==> src/rtl/pl_pkg.sv <==
// Shared definitions for the MEM/WB stage: EX-register bit indices, FSM encoding, data-width helper.
package pl_pkg;

  localparam int unsigned LANE_W = 8;

  localparam int unsigned EX_STORE     = 0;
  localparam int unsigned EX_REG_WR    = 1;
  localparam int unsigned EX_SAVE_COUT = 2;
  localparam int unsigned EX_INV_EX    = 3;
  localparam int unsigned EX_LOAD      = 4;
  localparam int unsigned EX_INV_FETCH = 5;
  localparam int unsigned EX_INV_DEC   = 6;

  typedef enum logic [1:0] {
    ST_IDLE = 2'd0,
    ST_MEM  = 2'd1,
    ST_WB   = 2'd2
  } state_e;

  function automatic int unsigned dw_of(input int unsigned num_domains);
    return num_domains * LANE_W;
  endfunction

endpackage

==> src/rtl/pl_mem_wb.sv <==
// MEM/WB pipeline stage: load/store over a req/ack memory port, register-file writeback, carry flag.
// Optional ack timeout enabled by defining PL_MEMWB_TIMEOUT_EN.
module pl_mem_wb
  import pl_pkg::*;
#(
  parameter int unsigned NUM_DOMAINS = 1,
  parameter int unsigned TIMEOUT_CYC = 16,
  localparam int unsigned DW = dw_of(NUM_DOMAINS)
) (
  input  logic          clk,
  input  logic          reset,
  input  logic [0:6]    ex_reg,
  input  logic [DW-1:0] ex_result,
  input  logic [2:0]    ex_dest_addr,
  input  logic [7:0]    ex_wr_addr,
  input  logic [7:0]    ex_rd_addr,
  input  logic          ex_cout,
  output logic          mem_req,
  output logic          mem_we,
  output logic [7:0]    mem_addr,
  output logic [DW-1:0] mem_wdata,
  input  logic [DW-1:0] mem_rdata,
  input  logic          mem_ack,
  output logic          rf_wr_en,
  output logic [2:0]    rf_wr_addr,
  output logic [DW-1:0] rf_wr_data,
  output logic          carry_flag,
  output logic          stall,
  output logic          mem_err
);

  if (TIMEOUT_CYC < 1) begin : g_bad_timeout
    $error("TIMEOUT_CYC must be at least 1");
  end

  state_e          state_q, state_d;
  logic            req_q, req_d;
  logic            we_q, we_d;
  logic [7:0]      addr_q, addr_d;
  logic [DW-1:0]   wdata_q, wdata_d;
  logic [2:0]      dest_q, dest_d;
  logic            rf_wr_en_q, rf_wr_en_d;
  logic [2:0]      rf_wr_addr_q, rf_wr_addr_d;
  logic [DW-1:0]   rf_wr_data_q, rf_wr_data_d;
  logic            carry_q, carry_d;
  logic            stall_q, stall_d;
  logic            ex_valid_c;

`ifdef PL_MEMWB_TIMEOUT_EN
  localparam int unsigned CNT_W = $clog2(TIMEOUT_CYC + 1);
  logic [CNT_W-1:0] cnt_q, cnt_d;
  logic             err_q, err_d;
`endif

  assign ex_valid_c = !(ex_reg[EX_INV_EX] | ex_reg[EX_INV_FETCH] | ex_reg[EX_INV_DEC]);

  // Next-state and next-output logic; ex_* only looked at while idle.
  always_comb begin
    state_d      = state_q;
    req_d        = req_q;
    we_d         = we_q;
    addr_d       = addr_q;
    wdata_d      = wdata_q;
    dest_d       = dest_q;
    rf_wr_en_d   = 1'b0;
    rf_wr_addr_d = rf_wr_addr_q;
    rf_wr_data_d = rf_wr_data_q;
    carry_d      = carry_q;
`ifdef PL_MEMWB_TIMEOUT_EN
    cnt_d        = cnt_q;
    err_d        = err_q;
`endif

    unique case (state_q)
      ST_IDLE: begin
`ifdef PL_MEMWB_TIMEOUT_EN
        cnt_d = '0;
`endif
        if (ex_valid_c) begin
          if (ex_reg[EX_SAVE_COUT]) carry_d = ex_cout;
          if (ex_reg[EX_STORE]) begin
            state_d = ST_MEM;
            req_d   = 1'b1;
            we_d    = 1'b1;
            addr_d  = ex_wr_addr;
            wdata_d = ex_result;
          end else if (ex_reg[EX_LOAD]) begin
            state_d = ST_MEM;
            req_d   = 1'b1;
            we_d    = 1'b0;
            addr_d  = ex_rd_addr;
            dest_d  = ex_dest_addr;
          end else if (ex_reg[EX_REG_WR]) begin
            rf_wr_en_d   = 1'b1;
            rf_wr_addr_d = ex_dest_addr;
            rf_wr_data_d = ex_result;
          end
        end
      end

      ST_MEM: begin
        if (mem_ack) begin
          req_d = 1'b0;
          if (we_q) begin
            state_d = ST_IDLE;
          end else begin
            // Write strobe lands in the WB cycle, one cycle after the ack cycle.
            state_d      = ST_WB;
            rf_wr_en_d   = 1'b1;
            rf_wr_addr_d = dest_q;
            rf_wr_data_d = mem_rdata;
          end
        end
`ifdef PL_MEMWB_TIMEOUT_EN
        else if (cnt_q == CNT_W'(TIMEOUT_CYC - 1)) begin
          req_d   = 1'b0;
          err_d   = 1'b1;
          state_d = ST_IDLE;
        end else begin
          cnt_d = cnt_q + CNT_W'(1);
        end
`endif
      end

      ST_WB: begin
        state_d = ST_IDLE;
      end

      default: begin
        state_d = ST_IDLE;
        req_d   = 1'b0;
      end
    endcase

    stall_d = (state_d != ST_IDLE);
  end

  always_ff @(posedge clk or posedge reset) begin
    if (reset) begin
      state_q      <= ST_IDLE;
      req_q        <= 1'b0;
      we_q         <= 1'b0;
      addr_q       <= 8'd0;
      wdata_q      <= '0;
      dest_q       <= 3'd0;
      rf_wr_en_q   <= 1'b0;
      rf_wr_addr_q <= 3'd0;
      rf_wr_data_q <= '0;
      carry_q      <= 1'b0;
      stall_q      <= 1'b0;
`ifdef PL_MEMWB_TIMEOUT_EN
      cnt_q        <= '0;
      err_q        <= 1'b0;
`endif
    end else begin
      state_q      <= state_d;
      req_q        <= req_d;
      we_q         <= we_d;
      addr_q       <= addr_d;
      wdata_q      <= wdata_d;
      dest_q       <= dest_d;
      rf_wr_en_q   <= rf_wr_en_d;
      rf_wr_addr_q <= rf_wr_addr_d;
      rf_wr_data_q <= rf_wr_data_d;
      carry_q      <= carry_d;
      stall_q      <= stall_d;
`ifdef PL_MEMWB_TIMEOUT_EN
      cnt_q        <= cnt_d;
      err_q        <= err_d;
`endif
    end
  end

  assign mem_req    = req_q;
  assign mem_we     = we_q;
  assign mem_addr   = addr_q;
  assign mem_wdata  = wdata_q;
  assign rf_wr_en   = rf_wr_en_q;
  assign rf_wr_addr = rf_wr_addr_q;
  assign rf_wr_data = rf_wr_data_q;
  assign carry_flag = carry_q;
  assign stall      = stall_q;
`ifdef PL_MEMWB_TIMEOUT_EN
  assign mem_err    = err_q;
`else
  assign mem_err    = 1'b0;
`endif

endmodule

==> config.mk <==
export PLATFORM = sky130hd
export DESIGN_NAME = pl_mem_wb
export DESIGN_NICKNAME = d
export VERILOG_FILES = /design/src/rtl/pl_pkg.sv /design/src/rtl/pl_mem_wb.sv
export SDC_FILE = /design/constraint.sdc
export NUM_CORES = 1
export LEC_CHECK = 0
export ABC_AREA = 1
export BUFFER_PORTS_ARGS = -buffer_cell sky130_fd_sc_hd__buf_2
export CAP_MARGIN = 10
export CORE_MARGIN = 8
export CORE_UTILIZATION = 51
export CTS_CLUSTER_SIZE = 20
export DETAILED_ROUTE_END_ITERATION = 6
export PLACE_DENSITY = 0.84
export SLEW_MARGIN = 20
export SYNTH_ARGS = -nofsm -noshare
export SYNTH_HDL_FRONTEND = slang
export SYNTH_SLANG_ARGS = --single-unit
==> constraint.sdc <==
create_clock -name clk -period 3.38 [get_ports clk]
set_clock_uncertainty 0.1 [all_clocks]
set_input_delay 0.507 -clock clk [delete_from_list [all_inputs] [get_ports clk]]
set_output_delay 0.507 -clock clk [all_outputs]
set_load 0.05 [all_outputs]
---- Yosys cells after proc, flatten, opt, wreduce, memory -nomap -nowiden ----
Index checks and enable logic that the tools add are counted.
storage, ports and cells
  flip-flop bits (word level) ............. 37
  bits in latches ......................... 0
  memory bits (writable) .................. 0
  bits in read-only memories .............. 0
  word-level logic and storage cells ...... 71
  memories kept ........................... 0
operators by class
  add/sub/neg operators ................... 0
  multipliers ............................. 0
  div/mod/pow operators ................... 0
  order comparisons ....................... 0
  equal/unequal tests ..................... 9
  shift-type cells ........................ 0
  multiplexer cells ....................... 36
  bitwise logic cells ..................... 5
  reduce and logical (&&, ||, !) cells .... 10
operator list
  cell                  count
  $mux W8               8
  $mux W3               6
  $pmux W8 S2           1
  $mux W1               12
  $ne A2 B2 Y1 const B  6
  $mux W2               5
  $reduce_and A3 Y1     3
  $reduce_and A4 Y1     2
  $reduce_and A7 Y1     1
  $pmux W3 S2           1
  $reduce_bool A2 Y1    3
  $pmux W2 S2           1
  $ne A3 B3 Y1 const B  1
  $not A1 Y1            3
  $pmux W1 S3           1
  $eq A2 B1 Y1 const B  1
  $eq A2 B2 Y1 const B  1
  $logic_not A2 Y1      1
  $or A1 B1 Y1          2
  $pmux W1 S2           1

---- Depth between registers and ports, before layout ----
Gate-level depths: netlist (run 1).
  depth in word-level cells ............... 5
  mapped depth ............................ 8

---- Worst setup path after synthesis (run 1) ----
OpenSTA, ideal clock, no wires.
  kind .................................... input to register
  start point ............................. input port ex_reg[5] in the netlist's numbering
  end point ............................... register wdata_q[0] (netlist: mem_wdata[0])
  setup time .............................. 0.120 ns
  arrival ................................. 1.223 ns
  required time ........................... 3.160 ns
  slack ................................... 1.938 ns
  stages on the path ...................... 7
  cells stage by stage .................... nor2_1 nand2_1 inv_2 nand3_4 buf_6 nand2_1 o21ai_2
between the ends
  cells in the longest elaborated chain, start to end .. 4
ends and longest elaborated chain
  element                             line              text
  start, declared                     pl_mem_wb.sv:12   input logic [0:6] ex_reg,
  $or A1 B1 Y1 (2 in a row)           pl_mem_wb.sv:55   assign ex_valid_c = !(ex_reg[EX_INV_EX] | ex_reg[EX_INV_FETCH] | ex_reg[EX_INV_DEC]);
  $not A1 Y1 (no source line)         -
  $reduce_and A3 Y1 (no source line)  -
  end signal, assigned                pl_mem_wb.sv:160  wdata_q <= wdata_d;
  end, declared                       pl_mem_wb.sv:40   logic [DW-1:0] wdata_q, wdata_d;
Every way passes these cells.
A chain may end at the register's enable or synchronous reset.

---- Worst setup path in the final report (run 1) ----
  start point ............................. register state_q[0]
  end point ............................... register rf_wr_data_q[1] (netlist: rf_wr_data[1])
between the ends
  cells in the longest elaborated chain, start to end .. 3
  elaborated cells between the ends (all ways) .. 11
ends and longest elaborated chain
  element                                                                     line              text
  start, declared                                                             pl_mem_wb.sv:36   state_e state_q, state_d;
  start signal, assigned                                                      pl_mem_wb.sv:156  state_q <= state_d;
  $eq A2 B1 Y1 / $logic_not A2 Y1 (equally long branches)                     pl_mem_wb.sv:74   unique case (state_q)
  $ne A2 B2 Y1 (no source line) / $reduce_bool A2 Y1 (equally long branches)  -
  $reduce_and A7 Y1 (no source line)                                          -
  end signal, assigned                                                        pl_mem_wb.sv:164  rf_wr_data_q <= rf_wr_data_d;
  end, declared                                                               pl_mem_wb.sv:44   logic [DW-1:0] rf_wr_data_q, rf_wr_data_d;
Several ways; a longest one is shown, not always the timed one.

==> reports/metrics.yaml, run 1 <==
logic_synthesis:
  synth_seq_cells: 37
  synth_area_um2: 1890
  synth_edf_count: 0
  ys.flop_type: "dfrtp_1"
  yosysSeqAreaShare: 0.489
  synthCells: 219
  ys_async_sr_fraction: 1.00
  synth_top_cell_by_area: "dfrtp_1"
  synth.most_common_cell: "nand2_1"
  ys_warn_count: 0
  ys_types: 22
  avgSynthCellArea_um2: 8.65
  yosys-top-cells-count: "nand2_1 (67), dfrtp_1 (37), nand3_1 (29)"
  synth_fp_nets: 265
  yosysTopAreaCellShare: 0.489
  yosys-top-cells-area: "dfrtp_1 (49%), nand2_1 (13%), nand3_1 (7.7%)"
clocking:
  clk_pin_slew_ns: 0.08
  cts_tree: "yes"
  numCtsBuffers: 5
  cts_setup_buffers: 0
  root_buffer: "clkbuf_8"
  cts_buffer_depth: 2
  hold_buffers: 0
  cts_sinks: 37
  cts-htree-levels: 2
  insertion_delay_ns: 0.29
  cts_resized: 0
placed_design:
  place_ws_ns: 1.57
  dp.cells: 332
  port_buffers: 77
  placed_area_um2: 2240
  place.gp.congestion: 0.800
  dp_hpwl_mm: 3.60
detailed_routing:
  drt_iter0_drc: 108
  drc_errors: 0
  vias: 1709
  detail-route-antenna-nets: 0
  vias_per_cell: 5.03
  post_drt_wl_per_cell_um: 13.9
  detail_route.first_pass.iterations: 4
  finalWirelength_mm: 4.73
timing:
  hold_ws_ns: 0.209
  rsz0062_at_grt: "no"
  fmax_mhz: 534
  setup_ws_ns: 1.51
  maxSlewHeadroom: 0.545
  drv_slew: 0
  hold_viol: 0
  min_period_ns: 1.87
  max_slew.worst_pin.slew_ns: 0.682
  setup_viol: 0
  min_period_over_period: 0.554
  finalSetupTns_ns: 0
grt:
  grt_pass1_wl_mm: 7.91
  grt_max_degree: 21
  overflow: 0
  track_usage: 0.164
  antenna_found_initial: 0
  grt_pass1_vias: 1677
die:
  die_w_um: 76.9
  dieHeight_um: 76.9
  core_area_um2: 3610
  dieArea_um2: 5920
  ios: 79
  rows: 22
  start_util: 0.525
critical_path:
  critPathMaxStageDelay_ns: 0.71
  start_kind: "register"
  slowest_stage: "dfrtp_1"
  worstSetupPathType: "reg2reg"
  crit_path_end_kind: "register"
  path_buf_inv: 0
  path_delay_family: "simple AND/OR/NAND/NOR gates"
  cp.arrival_ns: 1.95
  path_max_fanout: 17
  crit_required_ns: 3.46
  crit_chain: "nand4_1, nand3_1, nand2_1"
cells_and_area:
  final_cells: 340
  fin_area_um2: 2360
  nets: 337
  multi_input_area_um2: 786
  area_delta_synth_final_pct: 24.6
  drive_above_1_share: 0.360
  antennaDiodeCount: 0
  fill_cells: 309
  seqCellArea_um2: 926
pwr:
  power.density_nw_per_um2: 756
  ir_drop_v: 0.000559
  cellLeakagePower_nw: 1.39
status:
  status: "complete, no violations"
flow_run:
  maxCapViolations: 0
hold_path:
  min_path_type: "in2async"
## cell families after synthesis
kind of cell    share of synthesized area
buf+inv                            0.0964
simple gates                        0.302
flops                               0.489
other cells                       0.00198
mux                                0.0423
compound gates                     0.0687
## cells in the final DEF (no fill, tap or decap)
| cell | netlist | routed |
|---|---|---|
| inv_1 | 17 | 17 |
| dfrtp_1 | 37 | 37 |
| buf_4 | 2 | 1 |
| o21ai_1 | 7 | 7 |
| o21ai_2 | 8 | 8 |
| buf_2 | 5 | 77 |
| o21ai_0 | 4 | 4 |
| inv_2 | 3 | 3 |
| clkinvlp_4 | 0 | 1 |
| nand3_1 | 29 | 29 |
| nand2_2 | 1 | 1 |
| nand2_1 | 67 | 67 |
| nor2_4 | 2 | 2 |
| nand3_4 | 1 | 1 |
| nand3_2 | 1 | 1 |
| conb_1 | 1 | 1 |
| bufinv_16 | 0 | 1 |
| a21oi_1 | 1 | 1 |
| clkbuf_8 | 0 | 6 |
| nand4_1 | 12 | 12 |
| nand2_4 | 2 | 2 |
| mux2i_1 | 8 | 8 |
| nor2_2 | 1 | 1 |
| nor2_1 | 4 | 4 |
## worst paths after layout
path                            start             to  slack [ns]  cells after the start
hold / removal                  reset     carry_flag        0.21                      2
setup reg to reg           state_q[0]  rf_wr_data[1]        1.51                      3
min in group clk              mem_req        mem_req        0.37                      2
max in group asynchronous       reset      dest_q[0]        2.26                      3
hold reg to reg               mem_req        mem_req        0.37                      2
setup / recovery           state_q[0]  rf_wr_data[1]        1.51                      3
## per-layer routing
metal	track usage	vias up	wire length, um	share of wire
li1	-	853	-	-
met2	0.267	59	2380	0.50
met3	0.0513	6	323	0.068
met1	0.192	791	1940	0.41
met4	0.0731	0	81	0.017
met5	0	-	0	0
## metrics by stage
| stage | total power, W | utilization |
|---|---|---|
| floorplan | 0.00121 | - |
| global placement | 0.00138 | 0.621 |
| detailed placement | 0.00140 | 0.621 |
| CTS | 0.00179 | 0.654 |
| global route | 0.00188 | 0.654 |
| finish | 0.00178 | 0.654 |
## flip-flops by register name, summed over array words and instances, names as in the netlist
| register | cells |
|---|---|
| mem_req | 1 |
| state_q | 2 |
| rf_wr_data | 8 |
| rf_wr_addr | 3 |
| stall | 1 |
| rf_wr_en | 1 |
| mem_wdata | 8 |
| mem_we | 1 |
| mem_addr | 8 |
| carry_flag | 1 |
| dest_q | 3 |
## report_power, final
group          total (W)  internal, W  switching (W)
sequential      0.000630     0.000561      0.0000689
clock           0.000400     0.000240       0.000160
combinational   0.000753     0.000174       0.000579
## layout make-up
cell class / count / area share
clock inverters: 2 / 0.0159
clock buffers: 6 / 0.0350
well taps: 48 / 0.0255
flip-flops and latches: 37 / 0.392
repair buffers: 78 / 0.166
inverters: 20 / 0.0318
multi-input cells: 149 / 0.333
## worst register-to-register path, cell delays in order (launching register included)
cell and delay [ns]:
dfrtp_1 0.71, nand4_1 0.60, nand3_1 0.29, nand2_1 0.07
Note: power is estimated with default switching activity, not from simulation.
==> run 2, diff against run 1 <==
CORE_UTILIZATION = 48   (was 51)
PLACE_DENSITY = 0.8   (was 0.84)
clock period = 1.8 ns   (was 3.38 ns; I/O delays follow)
==> run 2 against run 1 <==
  * Hold slack lost 0.081 ns
  * Sequential power grew 87%
  * Routed wire length grew 2.4%
  * Non-clock buffer count grew 4
  * Utilization shrank 4.2 points
  * Global-route usage shrank 0.48 points
  * Critical path type unchanged
  * Highest routed layer unchanged
  * Register-to-register slack lost 1.3 ns
  * Sequential cell count is the same
  * Final cell count grew 1.5%
==> reports/metrics.yaml, run 2 (synthesis results as in run 1) <==
clocking:
  cts_buffer_depth: 2  # unchanged
  cts_tree: "yes"  # unchanged
  numCtsBuffers: 5  # unchanged
  cts_resized: 0  # unchanged
  cts_setup_buffers: 0  # unchanged
  clk_pin_slew_ns: 0.07  # was 0.08 ns
  insertion_delay_ns: 0.28  # was 0.29 ns
  cts-htree-levels: 2  # unchanged
  root_buffer: "clkbuf_8"  # unchanged
  hold_buffers: 1  # was 0
  cts_sinks: 37  # unchanged
die:
  core_area_um2: 3880  # was 3610 um2
  die_w_um: 78.8  # was 76.9 um
  start_util: 0.488  # was 0.525
  ios: 79  # unchanged
  dieArea_um2: 6210  # was 5920 um2
  dieHeight_um: 78.8  # was 76.9 um
  rows: 23  # was 22
grt:
  antenna_found_initial: 0  # unchanged
  overflow: 0  # unchanged
  grt_pass1_wl_mm: 7.98  # was 7.91 mm
  grt_pass1_vias: 1794  # was 1,677
  grt_max_degree: 38  # was 21
  track_usage: 0.159  # was 0.164
pwr:
  ir_drop_v: 0.000852  # was 0.000559 V
  power.density_nw_per_um2: 1380  # was 756 nW/um2
  cellLeakagePower_nw: 1.41  # was 1.39 nW
status:
  status: "complete, no violations"  # unchanged
detailed_routing:
  detail-route-antenna-nets: 0  # unchanged
  finalWirelength_mm: 4.84  # was 4.73 mm
  drt_iter0_drc: 144  # was 108
  drc_errors: 0  # unchanged
  vias: 1703  # was 1,709
  detail_route.first_pass.iterations: 4  # unchanged
  vias_per_cell: 4.94  # was 5.03
  post_drt_wl_per_cell_um: 14.0  # was 13.9 um
critical_path:
  cp.arrival_ns: 1.65  # was 1.95 ns
  start_kind: "register"  # unchanged
  crit_path_end_kind: "register"  # unchanged
  crit_required_ns: 1.88  # was 3.46 ns
  path_max_fanout: 17  # unchanged
  worstSetupPathType: "reg2reg"  # unchanged
flow_run:
  maxCapViolations: 0  # unchanged
timing:
  finalSetupTns_ns: 0  # unchanged
  hold_viol: 0  # unchanged
  setup_ws_ns: 0.232  # was 1.51 ns
  fmax_mhz: 638  # was 534 MHz
  setup_viol: 0  # unchanged
  drv_slew: 0  # unchanged
  rsz0062_at_grt: "no"  # unchanged
  min_period_ns: 1.57  # was 1.87 ns
  min_period_over_period: 0.871  # was 0.554
cells_and_area:
  drive_above_1_share: 0.363  # was 0.360
  antennaDiodeCount: 0  # unchanged
  area_delta_synth_final_pct: 25.6  # was 24.6%
  nets: 341  # was 337
  layout_commonest_cell: "buf_2"  # unchanged
  final_cell_mix: "buf_2 (77), nand2_1 (67), dfrtp_1 (37)"  # unchanged
placed_design:
  dp_hpwl_mm: 3.70  # was 3.60 mm
  place_ws_ns: 0.248  # was 1.57 ns
  place.gp.congestion: 0.880  # was 0.800
  port_buffers: 77  # unchanged
hold_path:
  min_path_type: "in2reg"  # was in2async
[run 2: cell types whose count changed in the layout (fill, tap and decap cells not counted), sizes merged]
cell / previous run / this run
clkinv: 0 / 1
buf: 78 / 81
clkbuf: 6 / 5
clkinvlp: 1 / 0
dlygate4sd3: 0 / 1
[run 2: power breakdown]
group | total [W] | switching [W] | internal (W) | leakage, nW
clock | 0.000675 | 0.000273 | 0.000402 | 0.0540
combinational | 0.00143 | 0.00110 | 0.000333 | 0.881
sequential | 0.00118 | 0.000122 | 0.00105 | 0.470
[run 2: final timing paths]
check	start	end	slack (ns)	depth (start not counted)
worst max-delay path	state_q[1]	rf_wr_addr[0]	0.23	6
worst min-delay path	ex_cout	carry_flag	0.13	3
worst max register to register	state_q[1]	rf_wr_addr[0]	0.23	6
worst min register to register	mem_req	mem_req	0.38	2
max in group asynchronous	reset	mem_wdata[4]	0.75	4
min in group asynchronous	reset	rf_wr_addr[0]	0.53	4
[run 2: layout make-up]
class	instances	area [um2]
Fill cell	363	1510
Sequential cell	37	926
Multi-Input combinational cell	149	786
Timing Repair Buffer	82	425
Inverter	20	75.1
Clock buffer	5	68.8
Tap cell	50	62.6
Clock inverter	2	35.0
[run 2: per-stage QoR]
step	hold WS, ns	cell area (um2)	util	power (W)	instances
finish	0.128	2380	0.612	0.00328	345
global route	0.136	2380	0.612	0.00346	345
CTS	0.118	2380	0.612	0.00332	345
detailed placement	0.303	2260	0.583	0.00263	337
global placement	0.303	2260	0.583	0.00261	337
floorplan	0.311	1890	-	0.00227	219
[run 2: critical path: stages (launching register included)]
cell and delay [ns]:
dfrtp_1 0.41, inv_2 0.23, nand2_1 0.12, nor2_1 0.13, nand3_2 0.25, nand3_1 0.16, nand2_1 0.06
[run 2: layer usage]
metal	up-vias	share of wire	routed length (um)	global-route usage
li1	862	-	-	-
met1	778	0.40	1940	0.174
met2	58	0.52	2500	0.281
met3	5	0.069	336	0.0406
met4	0	0.013	65	0.0759
met5	-	0	0	0
==> run 3, diff against run 2 <==
CTS_CLUSTER_DIAMETER = 80   (was default)
MAX_ROUTING_LAYER = met4   (was default)
==> run 3 against run 2 <==
  * Critical path depth unchanged
  * First-iteration DRC count decreased by 0.69%
  * Sequential power hardly changed
  * Critical endpoint unchanged
  * Count of clock-buffer cells in the layout did not move
  * Routed wire length grew 0.23%
  * Global-route usage grew 0.47 points
  * Register-to-register slack barely moved
  * Fmax up 0.19%
  * Setup slack gained 0.0030 ns
==> reports/metrics.yaml, run 3 (synthesis results as in run 1) <==
status:
  status: "complete, no violations"  # unchanged
critical_path:
  worstSetupPathType: "reg2reg"  # unchanged
  slowest_stage: "dfrtp_1"  # unchanged
  crit_chain: "inv_2, nand2_1, nor2_1, nand3_2, nand3_1, nand2_1"  # unchanged
  path_max_fanout: 17  # unchanged
  cp.arrival_ns: 1.64  # was 1.65 ns
  worst_path_most_repeated_cell: "nand2_1"  # unchanged
  crit_path_end_kind: "register"  # unchanged
  start_kind: "register"  # unchanged
  crit_required_ns: 1.88  # about the same
  critPathMaxStageDelay_ns: 0.41  # about the same
  r2r_cells: 6  # unchanged
clocking:
  insertion_delay_ns: 0.29  # was 0.28 ns
  cts_sinks: 37  # unchanged
  root_buffer: "clkbuf_8"  # unchanged
  cts-htree-levels: 2  # unchanged
  cts_resized: 0  # unchanged
  cts_setup_buffers: 0  # unchanged
  cts_tree: "yes"  # unchanged
  cts_buffer_depth: 2  # unchanged
  numCtsBuffers: 5  # unchanged
  clk_pin_slew_ns: 0.07  # about the same
timing:
  min_period_over_period: 0.869  # was 0.871
  finalSetupTns_ns: 0  # unchanged
  hold_viol: 0  # unchanged
  rsz0062_at_grt: "no"  # unchanged
  setup_viol: 0  # unchanged
  fmax_mhz: 639  # was 638 MHz
  drv_slew: 0  # unchanged
  min_period_ns: 1.56  # was 1.57 ns
cells_and_area:
  final_cells: 345  # unchanged
  area_delta_synth_final_pct: 25.6  # unchanged
  antennaDiodeCount: 0  # unchanged
  nets: 341  # unchanged
  seqCellArea_um2: 926  # unchanged
  layout_commonest_cell: "buf_2"  # unchanged
  multi_input_area_um2: 786  # unchanged
  drive_above_1_share: 0.363  # unchanged
  final_cell_mix: "buf_2 (77), nand2_1 (67), dfrtp_1 (37)"  # unchanged
  fill_cells: 363  # unchanged
flow_run:
  maxCapViolations: 0  # unchanged
grt:
  track_usage: 0.164  # was 0.159
  antenna_found_initial: 0  # unchanged
  grt_pass1_wl_mm: 7.98  # unchanged
  grt_pass1_vias: 1793  # was 1,794
  overflow: 0  # unchanged
  grt_max_degree: 38  # unchanged
placed_design:
  dp_hpwl_mm: 3.70  # unchanged
  port_buffers: 77  # unchanged
  place.gp.congestion: 0.894  # was 0.880
  dp.cells: 337  # unchanged
detailed_routing:
  finalWirelength_mm: 4.85  # was 4.84 mm
  post_drt_wl_per_cell_um: 14.1  # was 14.0 um
  drc_errors: 0  # unchanged
  detail_route.first_pass.iterations: 4  # unchanged
  drt_iter0_drc: 143  # was 144
  vias_per_cell: 4.96  # was 4.94
  detail-route-antenna-nets: 0  # unchanged
  vias: 1711  # was 1,703
die:
  core_area_um2: 3880  # unchanged
  die_w_um: 78.8  # unchanged
  rows: 23  # unchanged
  dieArea_um2: 6210  # unchanged
  start_util: 0.488  # unchanged
  ios: 79  # unchanged
  dieHeight_um: 78.8  # unchanged
hold_path:
  min_path_type: "in2reg"  # unchanged
  min_delay_path_depth: 3  # unchanged
pwr:
  power.density_nw_per_um2: 1380  # about the same
  cellLeakagePower_nw: 1.41  # unchanged
  ir_drop_v: 0.000853  # was 0.000852 V
## run 3: final timing paths
kind,from,end,slack [ns]
setup / recovery,state_q[1],rf_wr_addr[0],0.24
hold / removal,ex_cout,carry_flag,0.13
setup reg to reg,state_q[1],rf_wr_addr[0],0.24
hold reg to reg,mem_req,mem_req,0.38
max in group asynchronous,reset,mem_wdata[4],0.75
min in group asynchronous,reset,dest_q[1],0.53
## run 3: worst max-delay path: cells and delay by family, from the launching register on
kind / cells / cell delay (ns)
DFF: 1 / 0.41
buffers and inverters: 1 / 0.23
and+or+nand+nor: 5 / 0.72
## run 3: cell type report
class                      count  area share
multi-input combinational    149       0.330
tap                           50      0.0263
clock buffer                   5      0.0289
inverter                      20      0.0316
clock inverter                 2      0.0147
timing repair buffer          82       0.179
sequential                    37       0.389
## run 3: what timing repair did
action,4_1_cts,5_1_grt
endpoints found under the hold margin,36,0
hold buffers,1,0
setup endpoints to repair,0,0
## run 3: power breakdown
part,total (W),internal [W],switching [W]
logic,0.00143,0.000333,0.00110
clock network,0.000675,0.000402,0.000272
registers,0.00118,0.00105,0.000122
total,0.00328,0.00179,0.00149
## run 3: stage by stage
stage               hold WS (ns)  setup slack (ns)  power, W   util  cell area (um2)
finish                     0.126             0.235   0.00328  0.612             2380
global route               0.136             0.138   0.00346  0.612             2380
CTS                        0.118             0.247   0.00332  0.612             2380
detailed placement         0.303             0.248   0.00263  0.583             2260
global placement           0.303             0.299   0.00261  0.583             2260
floorplan                  0.311             0.396   0.00227      -             1890
## run 3: routing by layer
metal	track usage	routed length, um
met2	0.281	2540
met3	0.0384	327
met1	0.175	1910
met4	0.0759	76
met5	-	0
